`config.mk`:
```
export PLATFORM = sky130hd
export DESIGN_NAME = poly_voice_synth
export DESIGN_NICKNAME = d
export VERILOG_FILES = /design/src/rtl/poly_voice_synth.sv
export SDC_FILE = /design/constraint.sdc
export NUM_CORES = 1
export LEC_CHECK = 0
export ABC_AREA = 1
export BUFFER_PORTS_ARGS = -buffer_cell sky130_fd_sc_hd__buf_2
export CAP_MARGIN = 5
export CELL_PAD_IN_SITES_DETAIL_PLACEMENT = 0
export CELL_PAD_IN_SITES_GLOBAL_PLACEMENT = 1
export CORE_MARGIN = 2
export CORE_UTILIZATION = 38
export DETAILED_ROUTE_END_ITERATION = 10
export PLACE_DENSITY = 0.86
export SLEW_MARGIN = 20
export SYNTH_ARGS = -nofsm -noshare
export SYNTH_HDL_FRONTEND = slang
export SYNTH_SLANG_ARGS = --single-unit
```
`constraint.sdc`:
```
create_clock -name clk -period 7.1 [get_ports clk]
set_clock_uncertainty 0.1 [all_clocks]
set_input_delay 1.065 -clock clk [delete_from_list [all_inputs] [get_ports clk]]
set_output_delay 1.065 -clock clk [all_outputs]
set_load 0.01 [all_outputs]
```
`src/rtl/poly_voice_synth.sv`:
```
// Multi-voice DDS synthesizer core: one time-multiplexed datapath walks all voices
// per sample tick, shaping, scaling and summing them into one saturated sample.
module poly_voice_synth #(
  parameter int N_VOICES = 8,
  parameter int PHASE_W  = 24,
  parameter int SAMPLE_W = 16,
  parameter int VOL_W    = 8
) (
  input  logic                              clk,
  input  logic                              reset_n,
  input  logic                              sample_tick,
  input  logic [N_VOICES-1:0]               voice_enable,
  input  logic [N_VOICES*PHASE_W-1:0]       freq_words,
  input  logic [N_VOICES*2-1:0]             wave_sel,
  input  logic [N_VOICES*8-1:0]             pulse_duty,
  input  logic [N_VOICES*(VOL_W+1)-1:0]     volumes,
  input  logic                              clear_overrun,
  output logic signed [SAMPLE_W-1:0]        out,
  output logic                              out_valid,
  output logic                              busy,
  output logic                              overrun
);

  // state | meaning
  // IDLE  | waiting for sample_tick
  // FETCH | shape voice v, latch its gain/gate, advance its phase
  // ACC   | scale voice v and add it to the running sum
  // DONE  | saturated sum presented on out, out_valid high
  typedef enum logic [1:0] {IDLE, FETCH, ACC, DONE} state_t;

  localparam int VIDX_W = $clog2(N_VOICES);
  localparam int ACC_W  = SAMPLE_W + VOL_W + $clog2(N_VOICES) + 1;
  localparam int PROD_W = SAMPLE_W + VOL_W + 2;
  localparam logic [VIDX_W-1:0] LAST_V = VIDX_W'(N_VOICES - 1);
  localparam logic signed [SAMPLE_W-1:0] MAX_S = {1'b0, {(SAMPLE_W-1){1'b1}}};
  localparam logic signed [SAMPLE_W-1:0] NEG_MAX_S = {1'b1, {(SAMPLE_W-2){1'b0}}, 1'b1};
  localparam logic [SAMPLE_W-1:0] MSB_FLIP = {1'b1, {(SAMPLE_W-1){1'b0}}};
  localparam logic signed [ACC_W-1:0] SAT_HI = {{(ACC_W-SAMPLE_W+1){1'b0}}, {(SAMPLE_W-1){1'b1}}};
  localparam logic signed [ACC_W-1:0] SAT_LO = {{(ACC_W-SAMPLE_W+1){1'b1}}, {(SAMPLE_W-1){1'b0}}};

  state_t                      state;
  logic [VIDX_W-1:0]           v;
  logic [PHASE_W-1:0]          phase [N_VOICES];
  logic signed [ACC_W-1:0]     acc;
  logic signed [SAMPLE_W-1:0]  wave_r;
  logic [VOL_W:0]              vol_r;
  logic                        en_r;

  logic [PHASE_W-1:0]          freq_arr [N_VOICES];
  logic [1:0]                  sel_arr  [N_VOICES];
  logic [7:0]                  duty_arr [N_VOICES];
  logic [VOL_W:0]              vol_arr  [N_VOICES];

  always_comb begin
    for (int i = 0; i < N_VOICES; i++) begin
      freq_arr[i] = freq_words[i*PHASE_W +: PHASE_W];
      sel_arr[i]  = wave_sel[i*2 +: 2];
      duty_arr[i] = pulse_duty[i*8 +: 8];
      vol_arr[i]  = volumes[i*(VOL_W+1) +: (VOL_W+1)];
    end
  end

  function automatic logic signed [SAMPLE_W-1:0] waveform(
    input logic [PHASE_W-1:0] ph,
    input logic [1:0]         sel,
    input logic [7:0]         duty
  );
    logic [SAMPLE_W-1:0] t;
    logic [SAMPLE_W-1:0] u;
    t = ph[PHASE_W-2 -: SAMPLE_W];
    u = ph[PHASE_W-1] ? ~t : t;
    case (sel)
      2'd0:    waveform = ph[PHASE_W-1] ? NEG_MAX_S : MAX_S;
      2'd1:    waveform = $signed(ph[PHASE_W-1 -: SAMPLE_W] ^ MSB_FLIP);
      2'd2:    waveform = $signed(u ^ MSB_FLIP);
      default: waveform = (ph[PHASE_W-1 -: 8] < duty) ? MAX_S : NEG_MAX_S;
    endcase
  endfunction

  logic signed [PROD_W-1:0]   prod;
  logic signed [PROD_W-1:0]   scaled;
  logic signed [ACC_W-1:0]    acc_next;
  logic signed [SAMPLE_W-1:0] sat;
  logic                       ovr_set;

  always_comb begin
    prod     = PROD_W'(wave_r) * PROD_W'($signed({1'b0, vol_r}));
    scaled   = prod >>> VOL_W;
    acc_next = en_r ? (acc + ACC_W'(scaled)) : acc;
    if (acc_next > SAT_HI)      sat = MAX_S;
    else if (acc_next < SAT_LO) sat = {1'b1, {(SAMPLE_W-1){1'b0}}};
    else                        sat = acc_next[SAMPLE_W-1:0];
  end

  // A tick landing in any non-IDLE state (DONE included) is dropped and flagged.
  assign ovr_set = sample_tick && (state != IDLE);

  always_ff @(posedge clk or negedge reset_n) begin
    if (!reset_n) begin
      state     <= IDLE;
      v         <= '0;
      acc       <= '0;
      wave_r    <= '0;
      vol_r     <= '0;
      en_r      <= 1'b0;
      out       <= '0;
      out_valid <= 1'b0;
      busy      <= 1'b0;
      overrun   <= 1'b0;
      for (int i = 0; i < N_VOICES; i++) phase[i] <= '0;
    end else begin
      out_valid <= 1'b0;
      if (ovr_set)            overrun <= 1'b1;
      else if (clear_overrun) overrun <= 1'b0;
      case (state)
        IDLE: begin
          if (sample_tick) begin
            v     <= '0;
            acc   <= '0;
            busy  <= 1'b1;
            state <= FETCH;
          end
        end
        FETCH: begin
          wave_r   <= waveform(phase[v], sel_arr[v], duty_arr[v]);
          vol_r    <= vol_arr[v];
          en_r     <= voice_enable[v];
          phase[v] <= voice_enable[v] ? (phase[v] + freq_arr[v]) : '0;
          state    <= ACC;
        end
        ACC: begin
          acc <= acc_next;
          if (v == LAST_V) begin
            out       <= sat;
            out_valid <= 1'b1;
            state     <= DONE;
          end else begin
            v     <= v + VIDX_W'(1);
            state <= FETCH;
          end
        end
        DONE: begin
          busy  <= 1'b0;
          state <= IDLE;
        end
        default: state <= IDLE;
      endcase
    end
  end

endmodule

```
==> run metrics <==
status=finished, violations left; failing checks=setup timing; worst min path class=in2async; CP Capture Type=register; cell mode on critical path=nand2_2; TritonCTS buffer count=31; detailed-route via count=22.7k; Inst Count DP=4218; Die W=247 um; worst r2r src=vol_r[2]; library cells used by synthesis=57; Max-slew headroom=25.7%; clock slew seen by the registers of the worst setup and hold paths=0.06 ns; initial antenna violation count=3; Root Driver=clkbuf_16; M2 GR Usage=41.9%; FF-to-FF path depth=42; setup ws final=-0.162 ns; flops & latches, synth=270; Setup CP Type=reg2reg; Layout area overhead=27.4%; Top Usage Layer GRT=met2; synthesized instance count=2986; unrepaired setup endpoints after global routing=yes; crit path from=vol_r[2]; worst path required time=7.52 ns; synthesized area=22500 um^2; FP Rows=89; register area=6770 um^2; die area=61200 um^2; syn avg cell area=7.54 um^2; most frequent cells in the layout=nand2_1, inv_1, buf_2, dfrtp_1, buf_4; core area=58800 um^2; post-route ant nets=0; achievable frequency=138 MHz; critical-path maximum fanout=8; DRT iter0 DRCs=1782; GP Congestion=0.927; # nets final=4110; Remaining Overflow, GRT=0; DR WL/cell=18.1 um; final setup vio count=15; Via density=5.27; Pre-antenna DRT Iters=6; Post-synth ARST share=100%; H-tree lvl count=1; clock buffer depth=3; Slew Viols, Final=0; Synthesized Nets=3583; area of the multi-input gates=14200 um^2; routing usage on met1=34.2%; critical path startpoint category=register; Port Buffers=374; EDFF count, synth=0; initial core utilization=38.3%; Crit path largest cell delay=0.52 ns; all-layer global routing usage=25.3%; layout cells sized above 1=26.7%; slowest stage cell on the critical path=fa_1; largest net degree at the start of global routing=117; Final Cycle Share=102%; total wire length=77800 um; Fillers=5854; first-pass GRT wire length=122000 um; height of the die=247 um; CTS sink count=270; WP data arrival=7.68 ns; Ports=375; # DRC=0; register area share after synthesis=30.0%; CTS tree=done; dominant synthesized flop cell=dfrtp_1; Final Hold Vio Count=0; YS warnings=0; Worst R2R Setup Slack=-0.16 ns; Worst-Skew Late Latency=0.60 ns; vias in the first global route=22.2k; M3 GR Usage=4.48%; commonest non-fill, non-tap cell in the layout=nand2_1; Worst Max-Slew Pin Slew=1.11 ns; reg-to-reg endpoint=out[4]; Post-DP HPWL=57900 um; Tmin final=7.26 ns; Max Cap Viol=0; Layout Cells excl Fill=4309
-- per-stage QoR --
stage | setup TNS (ns) | utilization, % | setup slack [ns] | hold slack [ns] | instance area, um^2
2_1_floorplan | 0 | - | 0.0156 | 0.353 | 22700
3_3_place_gp | -7.59 | 45.3 | -0.508 | 0.365 | 26600
3_5_place_dp | -8.47 | 45.3 | -0.562 | 0.373 | 26600
4_1_cts | -2.78 | 48.1 | -0.198 | 0.360 | 28300
5_1_grt | -8.70 | 48.8 | -0.574 | 0.390 | 28700
6_report | -1.99 | 48.8 | -0.162 | 0.348 | 28700
-- synthesized netlist by cell type (9+ instances only) --
cell	count	area, um^2
dfrtp_1	270	6760
a221oi_1	66	578
ha_1	118	1480
a22o_1	72	631
fa_1	123	2460
nor3_1	10	50.1
xnor2_1	16	140
buf_1	14	52.6
a22oi_1	62	465
o21ai_0	238	1190
inv_2	15	56.3
buf_2	36	180
clkbuf_1	97	364
o21ai_1	13	65.1
o21ai_2	9	78.8
xor2_1	24	210
nor2_1	122	458
or2_2	23	144
nand4_1	62	388
a21oi_2	11	96.3
nand3_1	93	465
a21oi_1	117	586
a21o_1	9	67.6
nand2_1	871	3270
inv_1	399	1500
-- timing repair --
| action | 4_1_cts | 5_1_grt |
|---|---|---|
| pin swaps | 58 | 62 |
| setup buffers | 18 | 16 |
| hold buffers | 0 | 0 |
| gates cloned | 3 | 0 |
| endpoints found under the setup margin | 18 | 26 |
| resized for setup | 99 | 87 |
-- metal layers --
layer,up-vias,routed length [um]
met5,-,0
met4,0,2080
met3,100,6070
met2,840,36300
met1,10900,33400
li1,10900,-
-- kinds of logic after synthesis --
kind of cell             Yosys count  synth area share (%)
AND/OR/NAND/NOR                 1209                  22.2
flip-flops                       270                  30.0
XOR/XNOR                          41                  1.63
adder cells (fa/ha/maj)          241                  17.5
buffers and inverters            575                  10.0
AO/OA/AOI/OAI                    650                  18.7
-- worst max path at each step --
stage | depth (start not counted) | slack [ns] | endpoint
floorplan | 40 | 0.02 | out[0]
global placement | 40 | -0.51 | out[4]
detailed placement | 37 | -0.56 | out[4]
CTS | 41 | -0.20 | out[11]
global route | 41 | -0.57 | out[5]
finish | 42 | -0.16 | out[4]
-- area by class of cell --
cell class              instances  area share, %
diodes                          2         0.0174
clock buffers                  42           3.13
clock inverters                12          0.650
inverters                     416           5.44
multi-input cells            2142           49.6
flip-flops and latches        270           23.6
well taps                     773           3.37
repair buffers                652           14.2
-- critical path, delay by kind of cell, from the launching register on --
family	cells	cell delay, ns
buffers and inverters	8	0.60
xor gates and xnor gates	1	0.17
adders and majority gates	7	3.03
and+or+nand+nor	20	1.90
DFF	1	0.46
AOI/OAI and AO/OA	6	0.88
-- sequential cells by signal (all words and copies together), names as in the netlist --
| register | flops |
|---|---|
| out_valid | 1 |
| acc | 28 |
| en_r | 1 |
| overrun | 1 |
| busy | 1 |
| wave_r | 16 |
| phase | 192 |
| vol_r | 9 |
| v | 3 |
| out | 16 |
| state | 2 |
Power is left out: the tool's default activity adds up to more than one toggle a clock period on the data nets, which glitch-free logic cannot reach.
